--- src/rtl/pr_free_list.sv ---
// Banked physical-register free list: one circular FIFO of PR upper bits per PRF bank.
// Define PR_FREE_LIST_BYPASS_EN to let an empty bank hand a freed PR straight to rename.
module pr_free_list #(
    parameter int PR_COUNT = 128,
    parameter int FREE_LIST_BANK_COUNT = 4,
    parameter int FREE_LIST_LENGTH_PER_BANK = 32,
    parameter int FREE_LIST_LOWER_THRESHOLD = 8,
    parameter int FREE_LIST_UPPER_THRESHOLD = 24,
    localparam int NB = FREE_LIST_BANK_COUNT,
    localparam int LEN = FREE_LIST_LENGTH_PER_BANK,
    localparam int BW = $clog2(NB),
    localparam int PW = $clog2(LEN),
    localparam int UW = $clog2(PR_COUNT / NB),
    localparam int CW = PW + 1
) (
    input  logic                     CLK,
    input  logic                     nRST,
    input  logic [NB-1:0]            enq_valid_by_bank,
    input  logic [NB-1:0][UW-1:0]    enq_upper_PR_by_bank,
    output logic [NB-1:0]            deq_valid_by_bank,
    output logic [NB-1:0][UW+BW-1:0] deq_PR_by_bank,
    input  logic [NB-1:0]            deq_ready_by_bank,
    output logic [NB-1:0][CW-1:0]    count_by_bank,
    output logic [NB-1:0]            below_lower_by_bank,
    output logic [NB-1:0]            above_upper_by_bank,
    output logic                     overflow_err
);

    logic [NB-1:0] err_set;

    for (genvar b = 0; b < NB; b++) begin : g_bank
        logic [LEN-1:0][UW-1:0] mem;
        logic [PW-1:0]          head;
        logic [PW-1:0]          tail;
        logic [CW-1:0]          count;
        logic                   nonempty;
        logic                   full;
        logic                   pop;
        logic                   push;
        logic                   bypass;
        logic                   take;

        assign nonempty = (count != '0);
        assign full     = (count == CW'(LEN));
        assign pop      = nonempty & deq_ready_by_bank[b];

`ifdef PR_FREE_LIST_BYPASS_EN
        assign bypass = ~nonempty & enq_valid_by_bank[b];
`else
        assign bypass = 1'b0;
`endif

        // A bypassed PR taken by rename never touches storage.
        assign take = bypass & deq_ready_by_bank[b];
        assign push = enq_valid_by_bank[b] & (~full | pop) & ~take;

        assign err_set[b] = enq_valid_by_bank[b] & full & ~pop;

        assign deq_valid_by_bank[b] = nonempty | bypass;
        assign deq_PR_by_bank[b] = {
            bypass ? enq_upper_PR_by_bank[b] : mem[head],
            BW'(b)
        };

        assign count_by_bank[b] = count;
        assign below_lower_by_bank[b] =
            (count < CW'(FREE_LIST_LOWER_THRESHOLD));
        assign above_upper_by_bank[b] =
            (count > CW'(FREE_LIST_UPPER_THRESHOLD));

        // Upper half of the PR space starts free; lower half is mapped.
        always_ff @(posedge CLK) begin
            if (!nRST) begin
                for (int i = 0; i < LEN; i++) begin
                    mem[i] <= (i < LEN / 2) ? UW'(LEN / 2 + i) : '0;
                end
                head  <= '0;
                tail  <= PW'(LEN / 2);
                count <= CW'(LEN / 2);
            end else begin
                if (push) begin
                    mem[tail] <= enq_upper_PR_by_bank[b];
                    tail      <= tail + PW'(1);
                end
                if (pop) begin
                    head <= head + PW'(1);
                end
                if (push & ~pop) begin
                    count <= count + CW'(1);
                end else if (pop & ~push) begin
                    count <= count - CW'(1);
                end
            end
        end
    end

    always_ff @(posedge CLK) begin
        if (!nRST) begin
            overflow_err <= 1'b0;
        end else if (|err_set) begin
            overflow_err <= 1'b1;
        end
    end

endmodule

--- config.mk ---
export PLATFORM = sky130hd
export DESIGN_NAME = pr_free_list
export DESIGN_NICKNAME = d
export VERILOG_FILES = /design/src/rtl/pr_free_list.sv
export SDC_FILE = /design/constraint.sdc
export NUM_CORES = 2
export LEC_CHECK = 0
export CAP_MARGIN = 20
export CORE_UTILIZATION = 39
export CTS_CLUSTER_DIAMETER = 150
export CTS_CLUSTER_SIZE = 30
export DETAILED_ROUTE_END_ITERATION = 7
export PLACE_DENSITY = 0.65
export SKIP_CTS_REPAIR_TIMING = 1
export SLEW_MARGIN = 20
export SYNTH_ARGS = -nofsm -noshare
export SYNTH_HDL_FRONTEND = slang
export SYNTH_SLANG_ARGS = --single-unit
--- constraint.sdc ---
create_clock -name CLK -period 3.62 [get_ports CLK]
set_input_delay 0.724 -clock CLK [delete_from_list [all_inputs] [get_ports CLK]]
set_output_delay 0.724 -clock CLK [all_outputs]
set_load 0.01 [all_outputs]
# Yosys cells after proc, flatten, opt, wreduce, memory -nomap -nowiden
# Cells that the tools add are included.
# word_totals
register_bits,705
out_inout_bits,65
elab_cells,262
# op_classes
n_addsub,16
n_lt_le_gt_ge,20
n_eq_ne,4
n_mux,28
bitwise,40
reduce_logical,13
# ops
op,n
bitwise mux 160 bit,4
binary-select mux 5 bit (select 5 bit),4
demux 5 bit (select 5 bit),4
< comparator 5 x 6 -> 1 bit (second input constant),8
2-to-1 mux 6 bit,8
adder 5 x 1 -> 5 bit (second input constant),8
2-to-1 mux 5 bit,8
adder 6 x 1 -> 6 bit (second input constant),4
bitwise AND 1 bit,24
== test 6 bit (second input constant),4
> comparator 6 x 5 -> 1 bit (second input constant),4
< comparator 6 x 4 -> 1 bit (second input constant),4
nonzero test 6 bit,4
subtractor 6 x 1 -> 6 bit (second input constant),4
greater-or-equal comparator 5 x 1 -> 1 bit (second input constant),4
NOT 1 bit,12
nonzero test 2 bit,4
logical AND 1 bit,4
bitwise OR 1 bit,4
OR reduction 4 bit,1

# Longest topological paths before layout
# depth
ltp_word,8
depth_mapped,11
depth_no_buf,9

# Worst setup path after synthesis
# Ideal clock, no wire load.
# synth_timing
path_type,input -> register
startpoint,in deq_ready_by_bank[3]
endpoint,reg g_bank[3].count[5]
arrival_time_ns,2.950
path_slack_ns,0.542
path_stages,11
path_cell_list,nor4b_2 > buf_6 > buf_4 > a21oi_1 > ha_1 > inv_1 > ha_1 > a211o_1 > o221a_2 > nand4_1 > nand4b_1
# synth_via
elab_chain_cells,6
elab_cells_between_ends,9
# synth_rtl
element,line,rtl
start: declaration,22,"input logic [NB-1:0] deq_ready_by_bank,"
bitwise AND 1 bit *,45,assign pop = nonempty & deq_ready_by_bank[b];
bitwise OR 1 bit *,55,assign push = enq_valid_by_bank[b] & (~full | pop) & ~take;
bitwise AND 1 bit *,55,
net g_bank[3].push,39,logic push;
NOT 1 bit,90,end else if (pop & ~push) begin
bitwise AND 1 bit,90,
nonzero test 2 bit (no line),-,
end signal: assignment,79,count <= CW'(LEN / 2);
end signal: assignment,89,count <= count + CW'(1);
end signal: assignment,91,count <= count - CW'(1);
end: declaration,35,logic [CW-1:0] count;
# Mark *: on every way through the listed nets, which the timed path passes. The rest lies on a longest branch.
# A chain may end at the register's enable or synchronous reset.

==> flow_summary.ini <==
[route]
drc = 0
first_pass_iters = 5
num_vias = 22610
drt-initial-drc-count = 1509
avgRoutedWirePerCell_microns = 19.07
wirelength_mm = 81.53
drt-vias-per-instance = 5.288
ant_nets = 0

[synthesis]
synth_edf_count = 0
syn_inst = 3164
ys_ff_latch = 705
async_reset_ff_share_pct = 0
synth_area_per_cell_sq_um = 10.88
synthesis.area_sq_um = 34420
yosysSeqAreaShare_pct = 41.00
synth_ff_type = dfxtp_1
yosysUniqueCellTypes = 59
ys_warn_count = 0

[hold_path]
min_delay_path_depth = 2
holdCritPathClass = flop to flop
hold_start = g_bank[1].mem[22]
min_to = g_bank[1].mem[22]

[worst_setup_path]
r2r_cells = 9
r2r_end = g_bank[0].count[5]
endpoint_kind = output port
critPathSlowestCell = or3b_2
cpLargestDelayFamily = buffers and inverters
crit_path_start_kind = flop
rrSetupSlack_ns = 0.52
path_cells = clkbuf_4 > buf_4 > or3b_2 > o22ai_1 > a211oi_1 > clkdlybuf4s50_1
critPathArrivalTime_ns = 2.82
slowest_delay_ns = 0.51
cp.required_ns = 2.90
critPathKind = flop to output port
crit_buf_inv = 3
crit_fanout = 5
r2r-start = g_bank[0].count[3]

[power]
p_int_uw = 11330
switching_share_pct = 33.83
power_frac_seq_pct = 48.5
combPwrFrac_pct = 29.4
ir_drop_uv = 854.0
power-per-cell-area_nw_per_um2 = 459.7
clockPowerShare_pct = 22.0
power_leakage_uw = 0.01174
p_sw_uw = 5792

[grt]
grt_start_max_net_pins = 114
gr-total-overflow = 0
grt_pass1_wl_mm = 129.8
antenna_found_initial = 2
grt_pass1_vias = 22200
track_usage_pct = 17.83

[clock_tree]
htreeDepth = 1
cts_buffer_depth = 3
cts_made_buffers = 27
root_buffer = clkbuf_16
clkLatencyLatePin_ns = 0.62
cts_tree = built
path_clk_slew_ns = 0.12
cts.sinks = 705

[finish]
antenna_cells = 0
num-fill-cells = 8226
area_growth_pct = 8.200
drive_gt1_share_pct = 15.19
layout_commonest_cell = mux2i_1
final_cell_mix = 740 x mux2i_1, 695 x dfxtp_1, 491 x nor2_1
final_nets = 3196
finalNonFillerCells = 4275

[timing]
grt_setup_unrepaired = true
max-slew-margin-rel_pct = 40.19
tightest_slew_ns = 0.8971
period_minus_slack_ns = 3.549
slew_viol_final = 0
hold_viol = 0
fin_worst_skew_ns = 0.02411
min_period_over_period_pct = 98.04
finalWorstSetupSlack_ns = 0.07106
setup_viol = 0
fmax_mhz = 281.8

[place]
dp_hpwl_mm = 54.09
place.gp.congestion = 0.8420
dp_cells = 4226
pre_cts_ws_ns = 0.2194
io_buffer_count = 86

[die]
die_w_microns = 299.1
core_region_area_sq_um = 87160
die-area_sq_um = 89450
row_count = 108
io_pins = 95
die_h_microns = 299.1
start_util_pct = 39.49

[status]
status = complete, no violations

[job]
drv_cap = 0
-- registers in the layout (all words and copies together) (netlist names) --
name,flops
overflow_err,1
g_bank.tail,20
g_bank.count,24
g_bank.head,20
g_bank.mem,640
-- logic make-up (layout without fill, tap and decap cells) --
family | after synthesis | count (layout) | synth area share (%)
adders and majority gates | 45 | 45 | 1.723
DFF | 705 | 705 | 41.00
and+or+nand+nor | 858 | 858 | 10.62
other | 2 | 8 | 0.02182
xor gates and xnor gates | 31 | 31 | 0.7887
AOI/OAI and AO/OA | 352 | 352 | 11.34
muxes | 865 | 865 | 29.66
buffers and inverters | 306 | 256 | 4.845
-- how the worst max path moves through the flow --
stage / slack (ns) / to / cells past startpoint / startpoint
after floorplan: 0.54 / g_bank[3].count[5] / 11 / deq_ready_by_bank[3]
after global placement: 0.29 / g_bank[1].count[5] / 10 / enq_valid_by_bank[1]
after detailed placement: 0.22 / g_bank[1].count[5] / 10 / enq_valid_by_bank[1]
after CTS: -0.35 / deq_PR_by_bank[9] / 5 / g_bank[1].head[0]
after global routing: -0.03 / deq_PR_by_bank[16] / 6 / g_bank[2].head[0]
final: 0.07 / deq_PR_by_bank[5] / 6 / g_bank[0].head[0]
-- cell usage after synthesis, drive strengths merged (11+ instances only) --
library cell | instances | area (sq um)
nand2 | 233 | 914.6
buf | 146 | 1067
xor2 | 15 | 131.4
ha | 41 | 513.0
o22ai | 19 | 118.9
or3 | 19 | 138.9
nor2b | 13 | 81.33
xnor2 | 16 | 140.1
o21ai | 17 | 85.08
or3b | 13 | 113.9
mux2i | 740 | 7407
a22oi | 27 | 202.7
a211oi | 165 | 2638
o221ai | 16 | 140.1
clkbuf | 134 | 503.0
o21a | 11 | 82.58
a22o | 12 | 105.1
inv | 26 | 97.59
nor2 | 494 | 1854
mux4 | 124 | 2793
dfxtp | 705 | 14110
a21oi | 46 | 230.2
nand3b | 21 | 157.7
nand3 | 21 | 105.1
-- layout make-up --
class,count,area [sq um],share of cell area [%]
clock buffers,27,675.6,1.814
clock inverters,1,16.27,0.04367
inverters,26,105.1,0.2822
multi-input cells,2159,18850,50.62
flip-flops and latches,705,14150,37.98
well taps,1155,1445,3.880
repair buffers,202,2004,5.382
-- per-layer routing --
layer	up-vias	track usage (%)	wire, microns
li1	11030	-	-
met1	11090	25.10	38420
met2	399	29.16	37980
met3	83	2.399	3624
met4	2	3.656	1489
met5	-	0	10
-- worst min-delay path, stage by stage (launching register included) --
cell and delay, ns:
dfxtp_1 0.34, mux2i_1 0.06, nand2_1 0.06
-- power groups by stage --
stage                     clock [uW]  sequential [uW]  combinational [uW]
after floorplan                    0             8390                3610
after global placement             0             8530                4780
after detailed placement           0             8530                4820
after CTS                       3930             8360                4850
after global routing            4180             8360                5420
final                           3770             8310                5040
-- metrics by stage --
step	utilization, %	TNS [ns]	power (uW)	hold slack, ns	cell area (sq um)
floorplan	-	0	12000	0.4358	34450
global placement	41.46	0	13310	0.4467	36140
detailed placement	41.46	0	13350	0.4538	36140
CTS	42.25	-4.983	17130	0.4842	36830
global route	42.73	-0.03342	17960	0.4983	37250
finish	42.73	0	17120	0.4777	37250
Note: power is estimated with default switching activity, not from simulation.
